--- config.mk ---
export PLATFORM = sky130hd
export DESIGN_NAME = motoro3_pwm_multi_flat
export DESIGN_NICKNAME = d
export VERILOG_FILES = /design/src/rtl/motoro3_pwm_multi_if.sv /design/src/rtl/motoro3_pwm_multi.sv /design/src/flat_wrapper.sv
export SDC_FILE = /design/constraint.sdc
export NUM_CORES = 1
export LEC_CHECK = 0
export BUFFER_PORTS_ARGS = -buffer_cell sky130_fd_sc_hd__buf_2
export CAP_MARGIN = 20
export CORE_UTILIZATION = 43
export DETAILED_ROUTE_END_ITERATION = 8
export GPL_TIMING_DRIVEN = 0
export PLACE_DENSITY = 0.65
export SKIP_CTS_REPAIR_TIMING = 1
export SLEW_MARGIN = 20
export SYNTH_ARGS = -nofsm -noshare
export SYNTH_HDL_FRONTEND = slang
export SYNTH_SLANG_ARGS = --single-unit
--- constraint.sdc ---
create_clock -name clk -period 7 [get_ports clk]
set_input_delay 1.05 -clock clk [delete_from_list [all_inputs] [get_ports clk]]
set_output_delay 1.05 -clock clk [all_outputs]
set_load 0.005 [all_outputs]
--- src/rtl/motoro3_pwm_multi_if.sv ---
// Signal bundle between the commutation step sequencer (master) and the
// multi-channel PWM generator (slave). There is no valid/ready handshake
// here: every input is a level or single-cycle pulse that the slave samples
// on the falling clock edge, and every output is a registered level or
// single-cycle pulse that changes only on that falling edge (or at reset).
interface motoro3_pwm_multi_if #(
  parameter int NCH = 3,
  parameter int CW  = 12,
  parameter int AW  = 16,
  parameter int DTW = 4
) ();
  logic              enable;
  logic              syncStart;
  logic [CW-1:0]     periodLen;
  logic [CW-1:0]     minOn;
  logic [DTW-1:0]    deadTime;
  logic [NCH*AW-1:0] dutyIn;
  logic              statLatch;
  logic              periodStart;
  logic [NCH-1:0]    pwmH;
  logic [NCH-1:0]    pwmL;
  logic [NCH*AW-1:0] lost;
  logic              dbg_state;

  modport master (
    output enable, syncStart, periodLen, minOn, deadTime, dutyIn, statLatch,
    input  periodStart, pwmH, pwmL, lost, dbg_state
  );

  modport slave (
    input  enable, syncStart, periodLen, minOn, deadTime, dutyIn, statLatch,
    output periodStart, pwmH, pwmL, lost, dbg_state
  );
endinterface

--- src/rtl/motoro3_pwm_multi.sv ---
// Multi-channel PWM generator for the 3-phase drive. A shared period counter
// produces period-start events; at each event every channel turns its duty
// request (plus carried remainder) into an on-time, drives complementary
// gate outputs with dead time, and tracks wanted vs. delivered on-cycles.
// All registers update on the falling clock edge.
module motoro3_pwm_multi #(
  parameter int NCH = 3,
  parameter int CW  = 12,
  parameter int AW  = 16,
  parameter int DTW = 4
) (
  input  logic                 clk,
  input  logic                 nRst,
  motoro3_pwm_multi_if.slave   bus
);

  typedef enum logic {ST_IDLE = 1'b0, ST_RUN = 1'b1} state_t;

  localparam logic [AW-1:0]  AMAX = '1;
  localparam logic [DTW-1:0] DMAX = '1;

  state_t         state_q, state_d;
  logic           ev;
  logic [CW-1:0]  per_eff;
  logic [CW-1:0]  cnt_q;
  logic           period_start_q;
  logic           running;

  logic [NCH-1:0]    h_all;
  logic [NCH-1:0]    l_all;
  logic [NCH*AW-1:0] lost_all;

  // Periods shorter than 2 cycles cannot hold a reload, so clamp them.
  assign per_eff = (bus.periodLen < CW'(2)) ? CW'(2) : bus.periodLen;
  assign running = (state_q == ST_RUN);

  // Next run state and the period-start event (restart, natural reload or sync).
  always_comb begin
    state_d = state_q;
    ev      = 1'b0;
    if (!bus.enable) begin
      state_d = ST_IDLE;
    end else begin
      state_d = ST_RUN;
      ev      = (state_q == ST_IDLE) || (cnt_q == CW'(1)) || bus.syncStart;
    end
  end

  // Run state, period down-counter and the period-start pulse.
  always_ff @(negedge clk or negedge nRst) begin
    if (!nRst) begin
      state_q        <= ST_IDLE;
      cnt_q          <= '0;
      period_start_q <= 1'b0;
    end else begin
      state_q        <= state_d;
      period_start_q <= ev;
      if (!bus.enable || ev) begin
        cnt_q <= per_eff;
      end else begin
        cnt_q <= cnt_q - CW'(1);
      end
    end
  end

  for (genvar i = 0; i < NCH; i++) begin : g_ch
    logic [AW-1:0]  duty;
    logic [AW-1:0]  remain_q, remain_d;
    logic [AW-1:0]  want_q, real_q, lost_q;
    logic [CW-1:0]  on_q, on_d, on_len;
    logic [DTW-1:0] hcnt_q, hcnt_d, lcnt_q, lcnt_d;
    logic           h_q, h_d, l_q, l_d;
    logic           raw_q, raw_d;
    logic [AW:0]    sum_wide, want_wide;
    logic [AW-1:0]  sum, want_inc, want_sum, real_sum;

    assign duty  = bus.dutyIn[i*AW +: AW];
    assign raw_q = (on_q != '0);

    // On-time, remainder carry and dead-time run counters for the next cycle.
    always_comb begin
      sum_wide = {1'b0, remain_q} + {1'b0, duty};
      sum      = sum_wide[AW] ? AMAX : sum_wide[AW-1:0];
      on_len   = '0;
      remain_d = remain_q;
      on_d     = on_q;
      if (ev) begin
        if (sum >= AW'(bus.minOn)) begin
          // sum is no larger than per_eff on the else path, so it fits in CW.
          on_len   = (sum > AW'(per_eff)) ? per_eff : sum[CW-1:0];
          remain_d = sum - AW'(on_len);
        end else begin
          remain_d = sum;
        end
        on_d = on_len;
      end else if (on_q != '0) begin
        on_d = on_q - CW'(1);
      end
      raw_d = (on_d != '0);

      // Run lengths restart on every raw edge and on leaving idle.
      hcnt_d = '0;
      lcnt_d = '0;
      if (running && raw_q && raw_d) begin
        hcnt_d = (hcnt_q == DMAX) ? DMAX : hcnt_q + DTW'(1);
      end
      if (running && !raw_q && !raw_d) begin
        lcnt_d = (lcnt_q == DMAX) ? DMAX : lcnt_q + DTW'(1);
      end
      h_d = raw_d && (hcnt_d >= bus.deadTime);
      l_d = !raw_d && (lcnt_d >= bus.deadTime);

      // Statistics increments for this edge (duty at events, 1 per pwmH cycle).
      want_inc  = ev ? duty : '0;
      want_wide = {1'b0, want_q} + {1'b0, want_inc};
      want_sum  = want_wide[AW] ? AMAX : want_wide[AW-1:0];
      real_sum  = (h_q && (real_q != AMAX)) ? real_q + AW'(1) : real_q;
    end

    // Channel state; idle clears everything except the latched statistic.
    always_ff @(negedge clk or negedge nRst) begin
      if (!nRst) begin
        remain_q <= '0;
        on_q     <= '0;
        hcnt_q   <= '0;
        lcnt_q   <= '0;
        h_q      <= 1'b0;
        l_q      <= 1'b0;
        want_q   <= '0;
        real_q   <= '0;
        lost_q   <= '0;
      end else if (!bus.enable) begin
        remain_q <= '0;
        on_q     <= '0;
        hcnt_q   <= '0;
        lcnt_q   <= '0;
        h_q      <= 1'b0;
        l_q      <= 1'b0;
        want_q   <= '0;
        real_q   <= '0;
      end else begin
        remain_q <= remain_d;
        on_q     <= on_d;
        hcnt_q   <= hcnt_d;
        lcnt_q   <= lcnt_d;
        h_q      <= h_d;
        l_q      <= l_d;
        if (bus.statLatch) begin
          lost_q <= want_sum - real_sum;
          want_q <= want_inc;
          real_q <= {{(AW-1){1'b0}}, h_q};
        end else begin
          want_q <= want_sum;
          real_q <= real_sum;
        end
      end
    end

    assign h_all[i]            = h_q;
    assign l_all[i]            = l_q;
    assign lost_all[i*AW +: AW] = lost_q;
  end

  assign bus.periodStart = period_start_q;
  assign bus.pwmH        = h_all;
  assign bus.pwmL        = l_all;
  assign bus.lost        = lost_all;
  assign bus.dbg_state   = state_q;

endmodule

--- src/flat_wrapper.sv ---
// flat-port wrapper written by rule: the top's interface ports become plain ports
module motoro3_pwm_multi_flat 
#(
  parameter int NCH = 3,
  parameter int CW  = 12,
  parameter int AW  = 16,
  parameter int DTW = 4
)
  (clk, nRst, bus_enable, bus_syncStart, bus_periodLen, bus_minOn, bus_deadTime, bus_dutyIn, bus_statLatch, bus_periodStart, bus_pwmH, bus_pwmL, bus_lost, bus_dbg_state);
  motoro3_pwm_multi_if #(.NCH(NCH), .CW(CW), .AW(AW), .DTW(DTW)) bus_i ();
  input  logic clk;
  input  logic nRst;
  input wire logic [$bits(bus_i.enable)-1:0] bus_enable;
  input wire logic [$bits(bus_i.syncStart)-1:0] bus_syncStart;
  input wire logic [$bits(bus_i.periodLen)-1:0] bus_periodLen;
  input wire logic [$bits(bus_i.minOn)-1:0] bus_minOn;
  input wire logic [$bits(bus_i.deadTime)-1:0] bus_deadTime;
  input wire logic [$bits(bus_i.dutyIn)-1:0] bus_dutyIn;
  input wire logic [$bits(bus_i.statLatch)-1:0] bus_statLatch;
  output wire logic [$bits(bus_i.periodStart)-1:0] bus_periodStart;
  output wire logic [$bits(bus_i.pwmH)-1:0] bus_pwmH;
  output wire logic [$bits(bus_i.pwmL)-1:0] bus_pwmL;
  output wire logic [$bits(bus_i.lost)-1:0] bus_lost;
  output wire logic [$bits(bus_i.dbg_state)-1:0] bus_dbg_state;
  assign bus_i.enable = bus_enable;
  assign bus_i.syncStart = bus_syncStart;
  assign bus_i.periodLen = bus_periodLen;
  assign bus_i.minOn = bus_minOn;
  assign bus_i.deadTime = bus_deadTime;
  assign bus_i.dutyIn = bus_dutyIn;
  assign bus_i.statLatch = bus_statLatch;
  assign bus_periodStart = bus_i.periodStart;
  assign bus_pwmH = bus_i.pwmH;
  assign bus_pwmL = bus_i.pwmL;
  assign bus_lost = bus_i.lost;
  assign bus_dbg_state = bus_i.dbg_state;
  motoro3_pwm_multi #(.NCH(NCH), .CW(CW), .AW(AW), .DTW(DTW)) u_core (.clk(clk), .nRst(nRst), .bus(bus_i));
endmodule
Yosys cells after proc, flatten, opt, wreduce, memory -nomap -nowiden
Index checks and enable logic that the tools add are counted. Widths: inputs -> output; s select.

Output and inout bits: 56. Register bits after elaboration: 272. Word-level logic and storage cells: 194.

Mux-type cells: 76. Magnitude comparators: 13. Bitwise gates (word level): 1. Equality and inequality tests: 11. Reduce and logical (&&, ||, !) cells: 38. $add $sub $neg: 25.

Operators with widths (count): $mux 16 (33); $mux 12 (17); $add 16x16->17 (6); $mux 4 (18); $reduce_bool 12->1 (6); $add 16x1->16 const B (3); $ge 16x12->1 (3); $gt 16x12->1 (3); $ne 16x16->1 const B (3); $sub 12x1->12 const B (4); $sub 16x12->16 (3); $sub 16x16->16 (3); $add 4x1->4 const B (6); $eq 4x4->1 const B (6); $ge 4x4->1 (6); $logic_and 1x1->1 (21); $eq 12x1->1 const B (1); $lt 12x2->1 const B (1); $mux 1 (8); $logic_not 1->1 (7); $logic_or 1x1->1 (3); $ne 2x1->1 const B (1); $reduce_and 2->1 (1); $not 1->1 (1).

Depth between registers and ports, before layout
Depth in word-level cells: 13. Gate-level depth with buffers: 35.

==> impl_results.md <==
* Outcome: finished, violations left
* Violated checks: setup timing
* Area Overhead vs Synth at 36.0%
* Post-Route WL at 82100 µm
* Cell Int Power at 7.34 mW
* Relative slew slack at 0.232
* WP data arrival at approximately 7.1 ns
* Vias in the first global route at 22.3k
* Die area at 56700 µm²
* I/O pin count at 137
* Via Count at 23.6k
* H-tree level count at 2
* Syn_area_per_cell at ~8.4 µm²
* Pin count of the biggest net entering global routing at 79
* Final setup violation count at 210
* Synth warnings at 0
* Comb pwr share at 0.698
* Clock network fraction of design power at 0.143
* Net Sw Power at between 6 and 7 mW
* Seq pwr share at 0.160
* Worst Setup End Kind: flip-flop
* Die Height at 238 µm
* Share of the synthesized area in the top cell type at 0.284
* First-pass DRT Iterations at 5
* Post-route ant nets at 0
* Clock net sink count at between 200 and 300
* Setup WS pre-CTS at -4.54 ns
* Setup ws final at -3.22 ns
* Path type of the worst setup path: in -> reg
* First-pass GRT wire length at between 100000 and 150000 µm
* Cell count after synthesis at 2863
* Final Hold Fails at 0
* Maximum vdd drop at 0.000212 V
* Nets@finish at 3638
* Library cells used by synthesis at 86
* Slowest stage delay, CP at 0.38 ns
* Reg clk slew, reported paths at approximately 0.050 ns
* Worst-Margin Slew at 1.14 ns
* Top post-synthesis cells by area: dfrtn_1, ha_1, nand2_1, xnor2_1, nor2_1
* Initial Util at 0.435
* Cell taking the most area after synthesis: dfrtn_1
* Mean routed wirelength per cell at 20.3 µm
* DRC viols at 0
* Number of fill cells at around 4.6k
* Initial antenna violation count at 3
* Max Cap Viol at 0
* CTS tree: yes
* Synthesized net count at 3243
* Tot Pwr at between 10 and 15 mW
* Via/cell ratio at 5.86
* Final Skew at 0.0200 ns
* Most frequent cell after synthesis: nand2_1
* FFs w/ async S/R, synth at 1.00
* Lkg Pwr at 14.7 nW
* Clock Latency Late Sink at 0.56 ns
* Slew Limit Fails at 0
* Seq/Total Area, Yosys at 0.284
* # rows at 86
* Max clock buf depth at 3
* Die width at 238 µm
* Pwr dens at 412 nW/µm²
* Switching part of the total at 0.454
* Initial DRC count at 1602
* GR Util All Layers at 0.265
* Top_reg_cell synth: dfrtn_1
* Most used cell along the critical path: a21o_1
* CTS buffer count at 36
* Top cells by count, synth: nand2_1, ha_1, dfrtn_1, nor2_1, o21ai_0
* Layout cells sized above 1 at 0.306
* Synthesized flop and latch total at 272
* Core area at 55100 µm²
* Critical path's slowest cell: o211ai_1
* I/O Buffers at ~140
* Grt ovf at 0
* Crit start category: input port
* EDFF count, synth at 0
* Util after Layout at 0.592
* Root buf cell: clkbuf_16
* HP Class: reg -> reg
* Hold_ws at approximately 0.42 ns
* CP Max Fanout at 7
* Netlist Area Pre-Place at 24000 µm²
* Dpl hpwl at approximately 60000 µm
* CP required at 3.91 ns
* RSZ-0062 raised after global routing: yes
* Gpl congestion at between 0.9 and 1
[final timing paths]
| path | startpoint | end | slack (ns) | depth (start not counted) |
|---|---|---|---|---|
| worst max-delay path | bus_dutyIn[23] | u_core.g_ch[1].remain_q[14] | -3.22 | 35 |
| worst min-delay path | u_core.g_ch[1].remain_q[14] | u_core.g_ch[1].remain_q[14] | 0.42 | 2 |
| worst max register to register | u_core.cnt_q[4] | u_core.g_ch[2].lost_q[15] | -0.50 | 35 |
| worst min register to register | u_core.g_ch[1].remain_q[14] | u_core.g_ch[1].remain_q[14] | 0.42 | 2 |
| max in group asynchronous | nRst | u_core.g_ch[1].real_q[7] | 1.63 | 4 |
| min in group asynchronous | nRst | u_core.g_ch[0].on_q[1] | 3.81 | 1 |
[power by group through the flow]
stage	Combinational, mW	Clock [mW]	Sequential (mW)
finish	9.37	1.92	2.14
global route	10.1	2.00	2.18
CTS	7.07	1.95	2.13
detailed placement	7.02	0	2.15
global placement	6.76	0	2.14
floorplan	5.39	0	2.11
[cells by family (layout without fill, tap and decap cells)]
| kind of cell | Yosys count | after routing | share of synthesized area |
|---|---|---|---|
| simple gates | 1059 | 1059 | 0.215 |
| mux | 62 | 62 | 0.0266 |
| buf+inv | 214 | 636 | 0.0345 |
| fa+ha+maj | 299 | 299 | 0.160 |
| compound gates | 767 | 767 | 0.211 |
| flops | 272 | 272 | 0.284 |
| xor+xnor | 190 | 190 | 0.0694 |
| other cells | 0 | 1 | 0 |
[per-stage QoR]
stage	cell area [µm²]	TNS [ns]	std cells
2_1_floorplan	25600	-310.72	2863
3_3_place_gp	27200	-1544.85	3747
3_5_place_dp	27300	-541.30	3750
4_1_cts	28500	-422.70	3815
5_1_grt	32600	-341.11	4034
6_report	32600	-310.37	4034
[flip-flops by register name, summed over array words and instances (netlist names)]
signal and count:
u_core.g_ch.real_q 48, u_core.g_ch.lcnt_q 12, u_core.g_ch.hcnt_q 12, u_core.g_ch.on_q 36, u_core.g_ch.want_q 48, u_core.bus.periodStart 1, u_core.g_ch.l_q 3, u_core.bus.dbg_state 1
u_core.g_ch.remain_q 48, u_core.g_ch.h_q 3, u_core.g_ch.lost_q 48, u_core.cnt_q 12
[cell usage in the layout (no fill, tap or decap), types with 53 or more instances in the layout]
cell type / n
ha_1: 202
nor3_1: 65
inv_1: 107
xor2_1: 73
dfrtn_1: 272
nand3_1: 79
clkbuf_1: 53
nor2_1: 247
xnor2_1: 95
a21oi_1: 91
a21oi_2: 77
buf_4: 196
buf_2: 127
ha_4: 75
o21ai_0: 65
nand2_1: 254
o21ai_1: 89
a21o_1: 79
[cell type report]
cell class                      count  area (µm²)  share of cell area
Clock buffer                       50        1040              0.0320
Buffer                             85         669              0.0205
Clock inverter                     15         149             0.00457
Multi-Input combinational cell   2377       19700               0.605
Antenna cell                        1        2.50           0.0000768
Sequential cell                   272        6810               0.209
Tap cell                          748         936              0.0287
Inverter                          127         513              0.0157
Timing Repair Buffer              359        2740              0.0841
[worst max-delay path, delay by kind of cell]
kind,cells,cell delay (ns)
AO/OA/AOI/OAI,17,3.31
adder cells (fa/ha/maj),4,1.09
buffers and inverters,6,0.68
AND/OR/NAND/NOR,7,0.66
multiplexers,1,0.33
[routing by layer]
metal	track usage	vias to the layer above	part of all wire
li1	-	11200	-
met1	0.339	11500	0.43
met4	0.115	4	0.042
met3	0.0379	194	0.050
met5	0	-	0.00019
met2	0.443	715	0.48
Power figures use the tool's default switching activity.
